$ cat config.mk
export PLATFORM = sky130hd
export DESIGN_NAME = ps2_key_event_decoder
export DESIGN_NICKNAME = d
export VERILOG_FILES = /design/src/rtl/kbd_pkg.sv /design/src/rtl/kbd_char_fifo.sv /design/src/rtl/ps2_key_event_decoder.sv
export SDC_FILE = /design/constraint.sdc
export NUM_CORES = 1
export LEC_CHECK = 0
export CELL_PAD_IN_SITES_DETAIL_PLACEMENT = 1
export CELL_PAD_IN_SITES_GLOBAL_PLACEMENT = 1
export CORE_MARGIN = 1
export CORE_UTILIZATION = 51
export CTS_CLUSTER_DIAMETER = 30
export DETAILED_ROUTE_END_ITERATION = 7
export DONT_BUFFER_PORTS = 1
export PLACE_DENSITY = 0.78
export SLEW_MARGIN = 20
export SYNTH_ARGS = -nofsm -noshare
export SYNTH_HDL_FRONTEND = slang
export SYNTH_SLANG_ARGS = --single-unit
$ cat constraint.sdc
create_clock -name clk -period 4.39 [get_ports clk]
set_input_delay 1.317 -clock clk [delete_from_list [all_inputs] [get_ports clk]]
set_output_delay 1.317 -clock clk [all_outputs]
set_load 0.01 [all_outputs]
$ cat src/rtl/kbd_pkg.sv
// rtl/kbd_pkg.sv - shared types, scan codes and ASCII lookup for the PS/2 key event decoder
// Purpose: parser state enum, scan-code-set-2 prefix/modifier constants and the
//          scan2ascii lookup used by ps2_key_event_decoder.
// Ports:   none (package).
package kbd_pkg;

  typedef enum logic [1:0] {
    ST_IDLE    = 2'd0,
    ST_BRK     = 2'd1,
    ST_EXT     = 2'd2,
    ST_EXT_BRK = 2'd3
  } kbd_state_e;

  localparam logic [7:0] SC_BREAK  = 8'hF0;
  localparam logic [7:0] SC_EXT    = 8'hE0;
  localparam logic [7:0] SC_LSHIFT = 8'h12;
  localparam logic [7:0] SC_RSHIFT = 8'h59;
  localparam logic [7:0] SC_CTRL   = 8'h14;
  localparam logic [7:0] SC_CAPS   = 8'h58;

  typedef struct packed {
    logic       hit;
    logic       is_letter;
    logic [7:0] ascii;
  } kbd_map_t;

  // Letters are returned lowercase; case and ctrl folding are applied by the caller.
  function automatic kbd_map_t scan2ascii(input logic [7:0] code, input logic ext);
    kbd_map_t m;
    m.hit       = 1'b1;
    m.is_letter = 1'b0;
    m.ascii     = 8'h00;
    if (ext) begin
      if (code == 8'h5A) m.ascii = 8'h0D;  // keypad enter
      else m.hit = 1'b0;
    end else begin
      case (code)
        8'h1C: m.ascii = 8'h61;  // a
        8'h32: m.ascii = 8'h62;
        8'h21: m.ascii = 8'h63;
        8'h23: m.ascii = 8'h64;
        8'h24: m.ascii = 8'h65;
        8'h2B: m.ascii = 8'h66;
        8'h34: m.ascii = 8'h67;
        8'h33: m.ascii = 8'h68;
        8'h43: m.ascii = 8'h69;
        8'h3B: m.ascii = 8'h6A;
        8'h42: m.ascii = 8'h6B;
        8'h4B: m.ascii = 8'h6C;
        8'h3A: m.ascii = 8'h6D;
        8'h31: m.ascii = 8'h6E;
        8'h44: m.ascii = 8'h6F;
        8'h4D: m.ascii = 8'h70;
        8'h15: m.ascii = 8'h71;
        8'h2D: m.ascii = 8'h72;
        8'h1B: m.ascii = 8'h73;
        8'h2C: m.ascii = 8'h74;
        8'h3C: m.ascii = 8'h75;
        8'h2A: m.ascii = 8'h76;
        8'h1D: m.ascii = 8'h77;
        8'h22: m.ascii = 8'h78;
        8'h35: m.ascii = 8'h79;
        8'h1A: m.ascii = 8'h7A;  // z
        8'h45: m.ascii = 8'h30;  // 0
        8'h16: m.ascii = 8'h31;
        8'h1E: m.ascii = 8'h32;
        8'h26: m.ascii = 8'h33;
        8'h25: m.ascii = 8'h34;
        8'h2E: m.ascii = 8'h35;
        8'h36: m.ascii = 8'h36;
        8'h3D: m.ascii = 8'h37;
        8'h3E: m.ascii = 8'h38;
        8'h46: m.ascii = 8'h39;  // 9
        8'h4E: m.ascii = 8'h2D;  // -
        8'h55: m.ascii = 8'h3D;  // =
        8'h54: m.ascii = 8'h5B;  // [
        8'h5B: m.ascii = 8'h5D;  // ]
        8'h4C: m.ascii = 8'h3B;  // ;
        8'h52: m.ascii = 8'h27;  // '
        8'h41: m.ascii = 8'h2C;  // ,
        8'h49: m.ascii = 8'h2E;  // .
        8'h4A: m.ascii = 8'h2F;  // /
        8'h5D: m.ascii = 8'h5C;  // backslash
        8'h29: m.ascii = 8'h20;  // space
        8'h5A: m.ascii = 8'h0D;  // enter
        8'h66: m.ascii = 8'h08;  // backspace
        8'h0D: m.ascii = 8'h09;  // tab
        default: m.hit = 1'b0;
      endcase
    end
    m.is_letter = m.hit && (m.ascii >= 8'h61) && (m.ascii <= 8'h7A);
    return m;
  endfunction

endpackage

$ cat src/rtl/kbd_char_fifo.sv
// rtl/kbd_char_fifo.sv - show-ahead character FIFO for the PS/2 key event decoder
// Purpose: synchronous FIFO, DEPTH x 8 bits; head is visible on rd_data while !empty.
// Ports:   clk, clrn (async active-low reset), wr_en/wr_data (push),
//          rd_en (pop head, ignored when empty), rd_data (head, 0x00 when empty),
//          full, empty.
module kbd_char_fifo #(
  parameter int DEPTH = 8
) (
  input  logic       clk,
  input  logic       clrn,
  input  logic       wr_en,
  input  logic [7:0] wr_data,
  input  logic       rd_en,
  output logic [7:0] rd_data,
  output logic       full,
  output logic       empty
);

  localparam int AW = $clog2(DEPTH);

  // Pointers carry one extra wrap bit so full and empty are distinguishable.
  logic [AW:0] wr_ptr_q, wr_ptr_d;
  logic [AW:0] rd_ptr_q, rd_ptr_d;
  logic [7:0]  mem_q [DEPTH];
  logic        do_wr, do_rd;

  assign empty = (wr_ptr_q == rd_ptr_q);
  assign full  = (wr_ptr_q[AW] != rd_ptr_q[AW]) &&
                 (wr_ptr_q[AW-1:0] == rd_ptr_q[AW-1:0]);

  // A pop on the same edge frees the slot, so a push into a full FIFO is accepted.
  assign do_rd = rd_en && !empty;
  assign do_wr = wr_en && (!full || do_rd);

  always_comb begin
    wr_ptr_d = wr_ptr_q;
    rd_ptr_d = rd_ptr_q;
    if (do_wr) wr_ptr_d = wr_ptr_q + 1'b1;
    if (do_rd) rd_ptr_d = rd_ptr_q + 1'b1;
  end

  always_ff @(posedge clk or negedge clrn) begin
    if (!clrn) begin
      wr_ptr_q <= '0;
      rd_ptr_q <= '0;
    end else begin
      wr_ptr_q <= wr_ptr_d;
      rd_ptr_q <= rd_ptr_d;
    end
  end

  always_ff @(posedge clk) begin
    if (do_wr) mem_q[wr_ptr_q[AW-1:0]] <= wr_data;
  end

  assign rd_data = empty ? 8'h00 : mem_q[rd_ptr_q[AW-1:0]];

endmodule

$ cat src/rtl/ps2_key_event_decoder.sv
// rtl/ps2_key_event_decoder.sv - PS/2 set-2 scan code to ASCII keystroke decoder
// Purpose: parses make/break/extended sequences, tracks shift/caps/ctrl, maps
//          makes to ASCII and queues characters in a show-ahead FIFO.
// Ports:   clk, clrn (async active-low reset), code_valid/code (scan byte in),
//          rd_en (pop), ascii/ascii_valid (FIFO head), overflow (sticky drop),
//          shift, caps, ctrl, key_down, last_code, press_cnt (successful pushes).
// Config:  KBD_REPEAT_FILTER_EN - when defined, typematic repeats of the held
//          key are neither pushed nor counted.
module ps2_key_event_decoder
  import kbd_pkg::*;
#(
  parameter int FIFO_DEPTH = 8,
  parameter int CNT_W      = 8
) (
  input  logic             clk,
  input  logic             clrn,
  input  logic             code_valid,
  input  logic [7:0]       code,
  input  logic             rd_en,
  output logic [7:0]       ascii,
  output logic             ascii_valid,
  output logic             overflow,
  output logic             shift,
  output logic             caps,
  output logic             ctrl,
  output logic             key_down,
  output logic [7:0]       last_code,
  output logic [CNT_W-1:0] press_cnt
);

  kbd_state_e       state_q, state_d;
  logic             lshift_q, lshift_d;
  logic             rshift_q, rshift_d;
  logic             lctrl_q, lctrl_d;
  logic             rctrl_q, rctrl_d;
  logic             caps_q, caps_d;
  logic             caps_held_q, caps_held_d;
  logic             key_down_q, key_down_d;
  logic [7:0]       last_code_q, last_code_d;
  logic             overflow_q, overflow_d;
  logic [CNT_W-1:0] press_cnt_q, press_cnt_d;

  kbd_map_t         map;
  logic             ext_byte;
  logic             is_make, is_break, is_repeat;
  logic             push, push_ok;
  logic [7:0]       push_char;
  logic             fifo_full, fifo_empty;

  assign ext_byte = (state_q == ST_EXT) || (state_q == ST_EXT_BRK);
  assign map      = scan2ascii(code, ext_byte);

`ifdef KBD_REPEAT_FILTER_EN
  assign is_repeat = key_down_q && (code == last_code_q);
`else
  assign is_repeat = 1'b0;
`endif

  // Case folding: ctrl wins over shift/caps; non-letters pass through.
  always_comb begin
    push_char = map.ascii;
    if (map.is_letter) begin
      if (lctrl_q || rctrl_q)            push_char = map.ascii & 8'h1F;
      else if ((lshift_q || rshift_q) ^ caps_q) push_char = map.ascii & 8'hDF;
    end
  end

  always_comb begin
    state_d     = state_q;
    lshift_d    = lshift_q;
    rshift_d    = rshift_q;
    lctrl_d     = lctrl_q;
    rctrl_d     = rctrl_q;
    caps_d      = caps_q;
    caps_held_d = caps_held_q;
    key_down_d  = key_down_q;
    last_code_d = last_code_q;
    is_make     = 1'b0;
    is_break    = 1'b0;
    push        = 1'b0;

    if (code_valid) begin
      case (state_q)
        ST_IDLE: begin
          if (code == SC_BREAK)    state_d = ST_BRK;
          else if (code == SC_EXT) state_d = ST_EXT;
          else                     is_make = 1'b1;
        end
        ST_EXT: begin
          if (code == SC_BREAK) state_d = ST_EXT_BRK;
          else begin
            state_d = ST_IDLE;
            is_make = 1'b1;
          end
        end
        default: begin
          state_d  = ST_IDLE;
          is_break = 1'b1;
        end
      endcase
    end

    if (is_make) begin
      if (!ext_byte && code == SC_LSHIFT)      lshift_d = 1'b1;
      else if (!ext_byte && code == SC_RSHIFT) rshift_d = 1'b1;
      else if (code == SC_CTRL) begin
        if (ext_byte) rctrl_d = 1'b1;
        else          lctrl_d = 1'b1;
      end else if (!ext_byte && code == SC_CAPS) begin
        // caps_held blocks typematic repeats of caps-lock from re-toggling.
        if (!caps_held_q) caps_d = ~caps_q;
        caps_held_d = 1'b1;
      end else if (map.hit && !is_repeat) begin
        key_down_d  = 1'b1;
        last_code_d = code;
        push        = 1'b1;
      end
    end

    if (is_break) begin
      if (!ext_byte && code == SC_LSHIFT) lshift_d = 1'b0;
      if (!ext_byte && code == SC_RSHIFT) rshift_d = 1'b0;
      if (code == SC_CTRL) begin
        if (ext_byte) rctrl_d = 1'b0;
        else          lctrl_d = 1'b0;
      end
      if (!ext_byte && code == SC_CAPS) caps_held_d = 1'b0;
      if (code == last_code_q) key_down_d = 1'b0;
    end
  end

  // A pop on the same edge makes room, so full+push+pop loses nothing.
  assign push_ok = push && (!fifo_full || rd_en);

  always_comb begin
    overflow_d  = overflow_q | (push && fifo_full && !rd_en);
    press_cnt_d = press_cnt_q;
    if (push_ok) press_cnt_d = press_cnt_q + 1'b1;
  end

  always_ff @(posedge clk or negedge clrn) begin
    if (!clrn) begin
      state_q     <= ST_IDLE;
      lshift_q    <= 1'b0;
      rshift_q    <= 1'b0;
      lctrl_q     <= 1'b0;
      rctrl_q     <= 1'b0;
      caps_q      <= 1'b0;
      caps_held_q <= 1'b0;
      key_down_q  <= 1'b0;
      last_code_q <= 8'h00;
      overflow_q  <= 1'b0;
      press_cnt_q <= '0;
    end else begin
      state_q     <= state_d;
      lshift_q    <= lshift_d;
      rshift_q    <= rshift_d;
      lctrl_q     <= lctrl_d;
      rctrl_q     <= rctrl_d;
      caps_q      <= caps_d;
      caps_held_q <= caps_held_d;
      key_down_q  <= key_down_d;
      last_code_q <= last_code_d;
      overflow_q  <= overflow_d;
      press_cnt_q <= press_cnt_d;
    end
  end

  kbd_char_fifo #(
    .DEPTH(FIFO_DEPTH)
  ) u_fifo (
    .clk    (clk),
    .clrn   (clrn),
    .wr_en  (push_ok),
    .wr_data(push_char),
    .rd_en  (rd_en),
    .rd_data(ascii),
    .full   (fifo_full),
    .empty  (fifo_empty)
  );

  assign ascii_valid = !fifo_empty;
  assign overflow    = overflow_q;
  assign shift       = lshift_q | rshift_q;
  assign caps        = caps_q;
  assign ctrl        = lctrl_q | rctrl_q;
  assign key_down    = key_down_q;
  assign last_code   = last_code_q;
  assign press_cnt   = press_cnt_q;

endmodule
Word level (Yosys, flattened, before mapping) --
Memories as Yosys holds them, arrays and structs flattened. Cells that the tools add are included.
Word-level totals: flip-flop bits (word level) 34, RAM bits 56, input bits 12, output and inout bits 30, logic and storage cells 187, memories 1
Memory list:
- u_fifo.mem_q | words 8, width 7, rd ports 1, clocked after memory_dff 0, write ports 1, RTL line kbd_char_fifo.sv:24 | logic [7:0] mem_q [DEPTH];
Operators by class: $add $sub $neg 3, $lt $le $gt $ge 2, equality and inequality tests 63, multiplexer cells 69, bitwise logic cells 10, reductions and logical operators 26
Operators by type and width (count):
- $pmux W7 S50 | 1
- $eq A8 B6 Y1 const B | 23
- $eq A8 B7 Y1 const B | 21
- $eq A8 B5 Y1 const B | 9
- $mux W1 | 57
- $reduce_or A50 Y1 | 1
- $mux W7 | 3
- $eq A8 B8 Y1 const B | 2
- $reduce_and A6 Y1 | 2
- $logic_and A1 B1 Y1 | 11
- $add A4 B1 Y4 const B | 2
- $add A8 B1 Y8 const B | 1
- $eq A8 B4 Y1 const B | 1
- $eq A8 B8 Y1 | 1
- $ge A8 B7 Y1 const B | 1
- $le A8 B7 Y1 const B | 1
- $mux W8 | 1
- $mux W2 | 3
- $mux W6 | 1
- $not A1 Y1 | 6
- $logic_or A1 B1 Y1 | 5
- $eq A2 B2 Y1 const B | 2
- $eq A4 B4 Y1 | 1
- $logic_not A1 Y1 | 4
- 11 further kinds | 13

Logic depth before layout (Yosys ltp) --
depth in word-level cells 14, depth in mapped cells 10

Hierarchy --
Synthesis repeated with hierarchy kept, for this count alone.
Unflattened totals: cells, all modules 499, area, all modules 5756.8 sq um
By module, submodules not included:
- kbd_char_fifo | times used 1, cells an instance 159, area an instance 3076.7 sq um, sequential area each 2122.0 sq um
- ps2_key_event_decoder | times used 1, cells an instance 340, area an instance 2680.1 sq um, sequential area each 650.6 sq um

Least setup slack after synthesis --
Ideal clock, no wire load.
kind input-to-reg, from input code[6], to memory u_fifo.mem_q[2][0] (netlist name), enable pin, library setup time 0.393 ns, arrival time 3.856 ns, required time 3.997 ns, slack 0.140 ns, stages 9, path buffers 2, cell sequence buf_2 -> and2_1 -> a41oi_1 -> o311ai_0 -> and4bb_2 -> and2_1 -> buf_2 -> nand2_4 -> nor4b_1
On the way: cells in the longest elaborated chain, start to end 14, elaborated cells on any way between the ends 78, classes of those cells eq/ne: 56; mux: 16; reduce/logical: 6
Ends and longest elaborated chain:
- start: declaration | RTL line ps2_key_event_decoder.sv:18 | input logic [7:0] code,
- $eq A8 B7 Y1, or another cell as far along | RTL line kbd_pkg.sv:34, kbd_pkg.sv:37
- $reduce_or A50 Y1 (no source line)
- $mux W1 | RTL line kbd_pkg.sv:37 | case (code)
- $mux W1 | RTL line kbd_pkg.sv:33 | if (ext) begin
- $mux W1 | RTL line ps2_key_event_decoder.sv:113 | end else if (map.hit && !is_repeat) begin
- $mux W1 | RTL line ps2_key_event_decoder.sv:109 | end else if (!ext_byte && code == SC_CAPS) begin
- $mux W1 | RTL line ps2_key_event_decoder.sv:106 | else if (code == SC_CTRL) begin
- $mux W1 | RTL line ps2_key_event_decoder.sv:105 | else if (!ext_byte && code == SC_RSHIFT) rshift_d = 1'b1;
- $mux W1 | RTL line ps2_key_event_decoder.sv:104 | if (!ext_byte && code == SC_LSHIFT) lshift_d = 1'b1;
- $mux W1 (*) | RTL line ps2_key_event_decoder.sv:103 | if (is_make) begin
- $logic_and A1 B1 Y1 (*) | RTL line ps2_key_event_decoder.sv:133 | assign push_ok = push && (!fifo_full || rd_en);
- $logic_and A1 B1 Y1 (*) | RTL line kbd_char_fifo.sv:33 | assign do_wr = wr_en && (!full || do_rd);
- $mux W1 (*) | RTL line kbd_char_fifo.sv:53 | if (do_wr) mem_q[wr_ptr_q[AW-1:0]] <= wr_data;
- $mux W1 (implied by the code) (*) | RTL line kbd_char_fifo.sv:53
- end: declaration | RTL line kbd_char_fifo.sv:24
Mark *: on every way between the ends. The rest lies on a longest branch, timed or not.

Worst setup path after layout --
from input code[4], to memory u_fifo.mem_q[3][4] (netlist name), enable pin
The elaborated chain is that of the path after synthesis.

==> metrics.log <==
INFO  metric result_of_the_run = completed
INFO  metric cts_repair_resize_count = 0
INFO  metric ys_top_cells_by_area = edfxtp_1, dfrtp_1, mux4_2, xnor2_1, nand3_1
INFO  metric synth_sequential_area_ratio = 49.2%
INFO  metric nFillCells = 1,054
INFO  metric regToRegStartpoint = state_q[1]
INFO  metric fp_rows = 36
INFO  metric grt_max_degree = 44
INFO  metric yosys_top_cell_area_share = 32.6%
INFO  metric ios = 42
INFO  metric crit_path_top_delay_cell = nor3_1
INFO  metric achievable_frequency = 0.265 GHz
INFO  metric clock_sinks = 90
INFO  metric crit_end = u_fifo.mem_q[3][4]
INFO  metric detail_route.vias_per_cell = 6.32
INFO  metric drc_errors = 0
INFO  metric tritoncts = yes
INFO  metric clock_path_buffers = 2
INFO  metric first_pass_grt_wire_length = 21.5 mm
INFO  metric whs_path_depth = 1
INFO  metric post_synth.cell_area_avg = 11.4 um2
INFO  metric number_of_global_route_vias_before_repair = 3,940
INFO  metric share_of_final_layout_standard_cells_stronger_than_drive_strength_1 = 17.2%
INFO  metric worstPathCellList = or4b_2, a211oi_1, a311oi_1, o2111ai_1, or4_4, nand2_4, nor3_1
INFO  metric report.final.slew_viol_count = 0
INFO  metric die_width = 103 um
INFO  metric layout_setup_ws = 0.616 ns
INFO  metric finalHoldViolations = 0
INFO  metric setup.worst_path.start = code[4]
INFO  metric cap_viol_max_count = 0
INFO  metric port-buffer-count = 0
INFO  metric syn_to_final_growth = 6.46%
INFO  metric rr_worst_depth = 7
INFO  metric floorplan.core_area = 9770 um2
INFO  metric diodes = 0
INFO  metric cts_hold_buf = 0
INFO  metric drt_pass1_iterations = 5
INFO  metric hold-worst-slack = 0.500 ns
INFO  metric die_area = 10,500 um2
INFO  metric cts.reportedPaths.clkPinSlew = 0.10 ns
INFO  metric setup_violations = 0
INFO  metric regToRegSetupSlack = 1.01 ns
INFO  metric crit-reg2reg-capture = u_fifo.mem_q[4][5]
INFO  metric cell_type_contributing_the_most_total_cell_area_after_synthesis = edfxtp_1
INFO  metric timing.final.crit_period = 3.77 ns
INFO  metric number_of_instances_in_the_synthesized_netlist = 453
INFO  metric layout.nets = 464
INFO  metric max-slew-margin-rel = 26.0%
INFO  metric grtUsageTotal = 27.8%
INFO  metric placed_instance_area = 5310 um2
INFO  metric synth_cell_type_count = 72
INFO  metric worst_setup_slack_before_clock_tree_synthesis = 0.251 ns
INFO  metric setup_repair_after_global_routing_missed_its_margin = no
INFO  metric power-per-cell-area = 439 nW/um2
INFO  metric initial_core_util = 52.7%
INFO  metric cts.repair_timing.setup_buffer_count = 0
INFO  metric syn_nets = 468
INFO  metric yosys_most_used_dff = edfxtp_1
INFO  metric postSynthRegisterBits = 90
INFO  metric worst_skew_pair.late_latency = 0.35 ns
INFO  metric routed-via-count = 3,711
INFO  metric drt_iter0_drc = 155
INFO  metric final_design_area_no_fill = 5480 um2
INFO  metric synth-edff-count = 56
INFO  metric start_kind = input port
INFO  metric critical_path_required = 4.36 ns
INFO  metric hpwlAfterDp = 9.81 mm
INFO  metric worst-endpoint-arrival = 3.74 ns
INFO  metric max_stage_delay = 0.87 ns
INFO  metric startpoint_of_the_worst_hold_path = caps_held_q
INFO  metric final.period_utilization = 86.0%
INFO  metric vdd_drop_max = 0.243 mV
INFO  metric floorplan.die.height = 103 um
INFO  metric setup.worst_path.class = input port to flip-flop
INFO  metric grt_antenna_before_repair = 0
INFO  metric fin_tns_setup = 0 ns
INFO  metric fin_worst_skew = 0.0126 ns
INFO  metric drt_wl_total = 13.4 mm
INFO  metric route.antenna.remaining_nets = 0
INFO  metric clock-root-buffer = clkbuf_8
INFO  metric avgRoutedWirePerCell = 22.9 um
INFO  metric cp-end-kind = flip-flop
INFO  metric async_flop_share = 37.8%
INFO  metric total_overflow_reported_by_the_global_router = 0
INFO  metric synthesis.yosys.warnings = 0
INFO  metric cts-buffers-inserted = 9
INFO  metric power_leakage = 1.99 nW
INFO  metric path_class_of_the_lowest_slack_min_delay_path = flip-flop to flip-flop
INFO  metric maximum_fanout_encountered_on_the_critical_timing_path = 39
INFO  metric syn_area = 5150 um2
INFO  metric deepest_level_of_the_cts_h_tree = 3
INFO  metric place.gp.congestion = 0.924
INFO  metric worstMarginPinSlew = 1.10 ns
critical path, delay by kind of cell:
family,cells,cell delay (ns)
and+or+nand+nor,4,1.79
AOI/OAI and AO/OA,3,0.62
logic make-up after synthesis:
group / share of synthesized area [%]
XOR/XNOR: 5.10
adder cells (fa/ha/maj): 0.729
buffers and inverters: 4.18
multiplexers: 10.1
AND/OR/NAND/NOR: 18.6
flip-flops: 49.2
AO/OA/AOI/OAI: 12.1
other: 0.0728
worst min-delay path by stage:
stage                    endpoint
6_report              caps_held_q
5_1_grt        u_fifo.wr_ptr_q[3]
4_1_cts               caps_held_q
3_5_place_dp          caps_held_q
3_3_place_gp          caps_held_q
2_1_floorplan         caps_held_q
area by class of cell:
cell class | count | area [um2] | area share [%]
inverter | 7 | 26.3 | 0.479
tap | 133 | 166 | 3.03
clock inverter | 7 | 51.3 | 0.935
multi-input combinational | 317 | 2400 | 43.8
clock buffer | 9 | 124 | 2.26
timing repair buffer | 24 | 180 | 3.29
sequential | 90 | 2530 | 46.2
metal layers:
layer | up-vias | routed length [um] | global-route usage (%)
met1 | 1862 | 5650 | 34.3
met2 | 102 | 6990 | 47.8
met4 | 0 | 303 | 12.6
met3 | 21 | 490 | 4.61
li1 | 1726 | - | -
met5 | - | 0 | 0
power by group:
part | switching, mW | total, mW | leakage, nW | internal, mW
clock network | 0.300 | 0.510 | 0.0943 | 0.210
registers | 0.234 | 1.24 | 0.948 | 1.01
logic | 0.307 | 0.654 | 0.944 | 0.347
state kept, by name (all words and copies together), names as in the netlist:
name / cells
caps: 1
caps_held_q: 1
key_down: 1
last_code: 8
lctrl_q: 1
lshift_q: 1
overflow: 1
press_cnt: 8
rctrl_q: 1
rshift_q: 1
state_q: 2
u_fifo.mem_q: 56
u_fifo.rd_ptr_q: 4
u_fifo.wr_ptr_q: 4
synthesized netlist by cell type (3+ instances only):
cell,n
edfxtp_1,56
dfrtp_1,34
nand2_1,29
nor2_1,23
nand3_1,22
xnor2_1,21
a21oi_1,15
clkbuf_1,14
mux4_2,14
buf_2,13
o21ai_0,13
nand2b_1,10
nor2b_1,10
nor3_1,9
xor2_1,9
mux2i_1,8
mux2_2,7
nand4_1,7
o22ai_1,7
a31oi_1,6
buf_1,6
inv_1,6
a211oi_1,5
a32oi_1,5
and3_1,5
buf_4,5
nor3b_1,5
nor4b_1,5
and2_1,4
mux2_1,4
o31ai_1,4
or4b_2,4
a22oi_1,3
a41oi_1,3
ha_1,3
nand3b_1,3
nor4_1,3
o32a_1,3
or2_2,3
or3_1,3
metrics by stage:
step	util, %	power (mW)	instances
4_1_cts	56.1	2.44	587
2_1_floorplan	-	1.76	453
6_report	56.1	2.41	587
3_5_place_dp	54.3	1.92	571
5_1_grt	56.1	2.55	587
3_3_place_gp	54.3	1.87	571
cell usage in the layout (no fill, tap or decap), types with 7 or more instances in the layout:
cell type | Yosys | final
xor2_1 | 9 | 9
nand2b_1 | 10 | 10
o21ai_0 | 13 | 13
dfrtp_1 | 34 | 34
edfxtp_1 | 56 | 56
mux2i_1 | 8 | 8
nand2_1 | 29 | 29
o22ai_1 | 7 | 7
a21oi_1 | 15 | 15
nor3_1 | 9 | 9
xnor2_1 | 21 | 21
buf_4 | 5 | 24
nor2b_1 | 10 | 10
nor2_1 | 23 | 23
nand4_1 | 7 | 7
mux2_2 | 7 | 7
mux4_2 | 14 | 14
clkbuf_8 | 0 | 9
nand3_1 | 22 | 22
No activity file was read; power rests on OpenSTA's default activity.
